<file path="src/rtl/ultrasonic_ranger.sv">
// HC-SR04 style ultrasonic ranger: periodic trigger, echo width capture and
// divider-free conversion to centimetres for the AUV obstacle-distance path.
module ultrasonic_ranger #(
  parameter int CLK_PER_US = 24,
  parameter int TRIG_US    = 10,
  parameter int US_PER_CM  = 58,
  parameter int TIMEOUT_US = 30000,
  parameter int PERIOD_US  = 60000
) (
  input  logic        clk,
  input  logic        rst,
  input  logic        enable,
  input  logic        echo,
  output logic        trig,
  output logic [15:0] dist_cm,
  output logic        dist_valid,
  output logic        timeout
);

  localparam int PRE_W = (CLK_PER_US > 1) ? $clog2(CLK_PER_US) : 1;
  localparam int PER_W = $clog2(PERIOD_US + 1);
  localparam int TMO_W = $clog2(TIMEOUT_US + 1);
  localparam int CM_W  = (US_PER_CM > 1) ? $clog2(US_PER_CM) : 1;

  localparam logic [PRE_W-1:0] PRE_LAST  = PRE_W'(CLK_PER_US - 1);
  localparam logic [PER_W-1:0] PER_LAST  = PER_W'(PERIOD_US - 1);
  localparam logic [PER_W-1:0] TRIG_LAST = PER_W'(TRIG_US - 1);
  localparam logic [TMO_W-1:0] TMO_LAST  = TMO_W'(TIMEOUT_US - 1);
  localparam logic [CM_W-1:0]  CM_LAST   = CM_W'(US_PER_CM - 1);
  localparam logic [15:0]      CM_SAT    = 16'hFFFE;
  localparam logic [15:0]      DIST_TMO  = 16'hFFFF;

  typedef enum logic [2:0] {
    IDLE,
    TRIG,
    WAIT_RISE,
    MEASURE,
    GAP
  } state_t;

  state_t state, next_state;

  logic             echo_meta, echo_s;
  logic [PRE_W-1:0] pre_cnt;
  logic [PER_W-1:0] period_us;
  logic [TMO_W-1:0] tmo_us;
  logic [CM_W-1:0]  us_cnt;
  logic [15:0]      cm_cnt;
  logic             us_tick;
  logic             cm_wrap;
  logic [15:0]      cm_inc;
  logic [15:0]      cm_now;
  logic             enter_trig, enter_wait, enter_meas;
  logic             load_dist, load_tmo;

  always_ff @(posedge clk) begin
    if (rst) begin
      echo_meta <= 1'b0;
      echo_s    <= 1'b0;
    end else begin
      echo_meta <= echo;
      echo_s    <= echo_meta;
    end
  end

  assign us_tick = (pre_cnt == PRE_LAST);
  assign cm_wrap = us_tick && (us_cnt == CM_LAST);
  assign cm_inc  = (cm_cnt == CM_SAT) ? CM_SAT : cm_cnt + 16'd1;
  // The tick landing on the closing edge still counts, so the result is an exact floor.
  assign cm_now  = cm_wrap ? cm_inc : cm_cnt;

  always_ff @(posedge clk) begin
    if (rst) state <= IDLE;
    else     state <= next_state;
  end

  always_comb begin
    next_state = state;
    trig       = 1'b0;
    enter_trig = 1'b0;
    enter_wait = 1'b0;
    enter_meas = 1'b0;
    load_dist  = 1'b0;
    load_tmo   = 1'b0;
    case (state)
      IDLE: begin
        if (enable) begin
          next_state = TRIG;
          enter_trig = 1'b1;
        end
      end
      TRIG: begin
        trig = 1'b1;
        if (us_tick && period_us == TRIG_LAST) begin
          next_state = WAIT_RISE;
          enter_wait = 1'b1;
        end
      end
      WAIT_RISE: begin
        if (echo_s) begin
          next_state = MEASURE;
          enter_meas = 1'b1;
        end else if (us_tick && tmo_us == TMO_LAST) begin
          next_state = GAP;
          load_tmo   = 1'b1;
        end
      end
      MEASURE: begin
        if (us_tick && tmo_us == TMO_LAST) begin
          next_state = GAP;
          load_tmo   = 1'b1;
        end else if (!echo_s) begin
          next_state = GAP;
          load_dist  = 1'b1;
        end
      end
      GAP: begin
        // Leaving on the wrapping tick makes trigger-to-trigger exactly one period.
        if (us_tick && period_us >= PER_LAST) begin
          if (enable) begin
            next_state = TRIG;
            enter_trig = 1'b1;
          end else begin
            next_state = IDLE;
          end
        end
      end
      default: next_state = IDLE;
    endcase
  end

  always_ff @(posedge clk) begin
    if (rst) begin
      pre_cnt   <= '0;
      period_us <= '0;
      tmo_us    <= '0;
      us_cnt    <= '0;
      cm_cnt    <= '0;
    end else begin
      if (enter_trig || us_tick) pre_cnt <= '0;
      else                       pre_cnt <= pre_cnt + PRE_W'(1);

      if (enter_trig)                      period_us <= '0;
      else if (state != IDLE && us_tick)   period_us <= period_us + PER_W'(1);

      if (enter_wait || enter_meas) tmo_us <= '0;
      else if ((state == WAIT_RISE || state == MEASURE) && us_tick)
        tmo_us <= tmo_us + TMO_W'(1);

      if (enter_meas) begin
        us_cnt <= '0;
        cm_cnt <= '0;
      end else if (state == MEASURE && us_tick) begin
        if (cm_wrap) begin
          us_cnt <= '0;
          cm_cnt <= cm_inc;
        end else begin
          us_cnt <= us_cnt + CM_W'(1);
        end
      end
    end
  end

  always_ff @(posedge clk) begin
    if (rst) begin
      dist_cm    <= '0;
      dist_valid <= 1'b0;
      timeout    <= 1'b0;
    end else begin
      dist_valid <= load_dist || load_tmo;
      timeout    <= load_tmo;
      if (load_tmo)       dist_cm <= DIST_TMO;
      else if (load_dist) dist_cm <= cm_now;
    end
  end

endmodule

</file>
<file path="config.mk">
export PLATFORM = sky130hd
export DESIGN_NAME = ultrasonic_ranger
export DESIGN_NICKNAME = d
export VERILOG_FILES = /design/src/rtl/ultrasonic_ranger.sv
export SDC_FILE = /design/constraint.sdc
export NUM_CORES = 1
export LEC_CHECK = 0
export CORE_MARGIN = 1.5
export CORE_UTILIZATION = 40
export DETAILED_ROUTE_END_ITERATION = 8
export PLACE_DENSITY = 0.58
export SLEW_MARGIN = 25
export SYNTH_ARGS = -nofsm -noshare
export SYNTH_HDL_FRONTEND = slang
export SYNTH_SLANG_ARGS = --single-unit
</file>
<file path="constraint.sdc">
create_clock -name clk -period 2.3 [get_ports clk]
set_input_delay 0.345 -clock clk [delete_from_list [all_inputs] [get_ports clk]]
set_output_delay 0.345 -clock clk [all_outputs]
set_load 0.05 [all_outputs]
</file>
==> metrics.csv <==
stage;metric;value;unit
status;run_status;finished, final reports clean;
yosys;syn_inst;465;
cts;cts.sinks;81;
routing;highest_layer;met4;
final_layout;nets;511;
routing;first_pass_iters;4;
placement;port-buffer-count;22;
timing;setup_viol;0;
yosys;yosys_warnings;0;
yosys;syn-num-nets;477;
cts;ctsHoldBuffers;0;
timing;max_slew_margin;66.53;%
power_and_ir_drop;peakVddDrop;0.0004122;V
critical_path;slowest_stage;nor4_4;
cts;path_clk_slew;0.08;ns
final_layout;drive_gt1_share;10.12;%
floorplanning;core_area;9729;um^2
yosys;yosys_most_used_dff;dfxtp_1;
yosys;synth_seq_cells;81;
yosys;synth_xor_area_share;10.71;%
critical_path;critical_path_class;reg2reg;
cts;cts-htree-levels;3;
timing;max_freq;0.4725;GHz
cts;clk_latency;0.37;ns
yosys;yosysUniqueCellTypes;57;
timing;tns;0;ns
global_route;grt_pass1_wl;14600;um
timing;holdWs;0.4634;ns
yosys;yosysSeqAreaShare;40.47;%
critical_path;crit_family;simple AND/OR/NAND/NOR gates;
cts;cts.repair.resized;0;
critical_path;cp-end-kind;flip-flop;
yosys;ys_async_sr_fraction;0;%
global_route;grt_use_total;17.77;%
yosys;netlist_area;4006;um^2
critical_path;cp_data_arrival_time;2.39;ns
critical_path;cp_cell_sequence;ha_1 -> nand4_2 -> nor4_4 -> nand4_1 -> xor2_1 -> a221oi_1;
floorplanning;die_height;103.1;um
timing;finalCriticalPeriod;2.116;ns
routing;wl_per_cell;13.37;um
timing;post-route-period-util;92.01;%
global_route;grt_remaining_overflow;0;
critical_path;worst-path-buf-inv;0;
cts;cts_made_buffers;9;
cts;cts_setup_buffers;0;
floorplanning;floorplan.rows;36;
routing;met1_length;4269;um
placement;dp_hpwl;6168;um
routing;via_count;3323;
power_and_ir_drop;p_leak;1.560;nW
floorplanning;dieArea;10630;um^2
power_and_ir_drop;powerDensity;558.5;nW/um^2
floorplanning;fp.dieW;103.1;um
cts;cts-root-buf;clkbuf_8;
yosys;synth_top_family_by_area;simple AND/OR/NAND/NOR gates;
global_route;grt_max_degree;22;
final_layout;antennaDiodeCount;0;
routing;wirelength;8519;um
hold_path;worstHoldPathType;reg2reg;
yosys;synth-edff-count;0;
routing;viasPerCell;5.217;
job;drv_cap;0;
timing;slew_violations;0;
critical_path;required;2.57;ns
routing;drt_iter0_drc;210;
timing;hold_viol_final;0;
global_route;grt_pass1_vias;3046;
cts;max-clock-path-buffers;2;
cts;cts_tree;done;
routing;wl_met2;3784;um
routing;antenna_left;0;
critical_path;startpoint_type;flip-flop;
yosys;syn_area_per_cell;8.616;um^2
timing;grt_setup_unrepaired;no;
final_layout;syn_to_final_growth;16.52;%
routing;drc;0;
critical_path;cp_max_fo;5;
global_route;antenna_found_initial;0;
routing;wl_met3;383;um
timing;final.setup_skew;0.01024;ns
timing;worstMarginPinSlew;0.5005;ns
floorplanning;start_util;41.18;%
critical_path;max_stage_delay;0.45;ns
floorplanning;io_pins;23;
yosys;synthMuxAreaShare;0.5309;%
yosys;synthSimpleGateAreaFrac;27.20;%
yosys;synthAdderAreaFrac;2.748;%
placement;place.gp.congestion;0.8384;
yosys;synth_compound_area_share;13.40;%
flip-flops by register name (all words and copies together) (netlist names):
register    cells
period_us      16
cm_cnt         16
dist_valid      1
us_cnt          6
timeout         1
echo_s          1
pre_cnt         5
echo_meta       1
tmo_us         15
state           3
dist_cm        16
cells by family after synthesis:
kind of cell	after synthesis
AOI/OAI and AO/OA	80
xor gates and xnor gates	49
buffers and inverters	46
DFF	81
muxes	2
adders and majority gates	9
and+or+nand+nor	198
synth_stat cells (2+ instances only):
| master | n | share of area [%] |
|---|---|---|
| buf_2 | 5 | 0.62 |
| nor3b_1 | 2 | 0.37 |
| xnor2_1 | 24 | 5.2 |
| nor2b_1 | 6 | 0.94 |
| nand4_2 | 2 | 0.62 |
| nand2_1 | 35 | 3.3 |
| nor2_1 | 53 | 5.0 |
| nand4_1 | 16 | 2.5 |
| xor2_1 | 25 | 5.5 |
| and3_1 | 10 | 1.6 |
| and2_1 | 6 | 0.94 |
| o31ai_1 | 2 | 0.37 |
| buf_6 | 2 | 0.56 |
| and4_1 | 4 | 0.87 |
| a211o_1 | 7 | 1.5 |
| nor3_1 | 17 | 2.1 |
| nor4b_1 | 2 | 0.44 |
| clkbuf_1 | 9 | 0.84 |
| or3_1 | 6 | 0.94 |
| a211oi_1 | 4 | 0.75 |
| o21ai_0 | 16 | 2.0 |
| dfxtp_1 | 81 | 40 |
| o21ai_1 | 2 | 0.25 |
| inv_1 | 29 | 2.7 |
| nand3_1 | 19 | 2.4 |
| nor3_2 | 2 | 0.50 |
| ha_1 | 8 | 2.5 |
| a21oi_1 | 24 | 3.0 |
| or4_1 | 3 | 0.56 |
| a221oi_1 | 15 | 3.3 |
| nor4_4 | 2 | 1.1 |
| a21boi_0 | 2 | 0.37 |
per-layer routing:
layer / global-route usage (%) / vias up
met5: 0 / -
met4: 5.301 / 0
met3: 6.102 / 6
met2: 26.77 / 63
met1: 24.05 / 1550
li1: - / 1704
worst paths after layout:
| path | from | to | slack [ns] | cells past startpoint |
|---|---|---|---|---|
| worst max-delay path | us_cnt[0] | dist_cm[7] | 0.18 | 6 |
| worst min-delay path | echo_meta | echo_s | 0.46 | 1 |
| worst max register to register | us_cnt[0] | dist_cm[7] | 0.18 | 6 |
| worst min register to register | echo_meta | echo_s | 0.46 | 1 |
final cells by class:
| cell class | count | area (um^2) |
|---|---|---|
| clock buffer | 11 | 151.4 |
| timing repair buffer | 40 | 402.9 |
| multi-input combinational | 338 | 2187 |
| tap | 133 | 166.4 |
| fill | 987 | 5061 |
| clock inverter | 5 | 30.03 |
| sequential | 81 | 1622 |
| inverter | 29 | 108.9 |
power breakdown:
| part | leakage, nW | total (mW) | internal, mW | switching [mW] |
|---|---|---|---|---|
| sequential | 0.653 | 1.44 | 1.42 | 0.0216 |
| combinational | 0.816 | 0.203 | 0.0909 | 0.112 |
| clock | 0.0911 | 0.967 | 0.445 | 0.522 |
per-stage QoR:
step	util, %	instances	power [mW]	cell area, um^2	setup WS, ns
2_1_floorplan	-	465	1.599	4006	0.2580
5_1_grt	47.98	637	2.745	4668	0.01053
4_1_cts	47.98	637	2.655	4668	0.1866
6_report	47.98	637	2.607	4668	0.1837
3_5_place_dp	46.12	621	1.674	4487	0.1991
3_3_place_gp	46.12	621	1.674	4487	0.2570
cells in the final DEF, fill, tap and decap left out, types with 3 or more instances in the layout:
cell type	count
dfxtp_1	81
nor2_1	53
nand2_1	35
inv_1	29
xor2_1	25
a21oi_1	24
xnor2_1	24
clkdlybuf4s50_1	21
nand3_1	19
nor3_1	17
nand4_1	16
o21ai_0	16
a221oi_1	15
buf_4	15
clkbuf_8	11
and3_1	10
ha_1	8
a211o_1	7
nor2b_1	6
and2_1	6
or3_1	6
and4_1	4
a211oi_1	4
buf_12	4
or4_1	3
clkinv_2	3
Power figures use the tool's default switching activity.
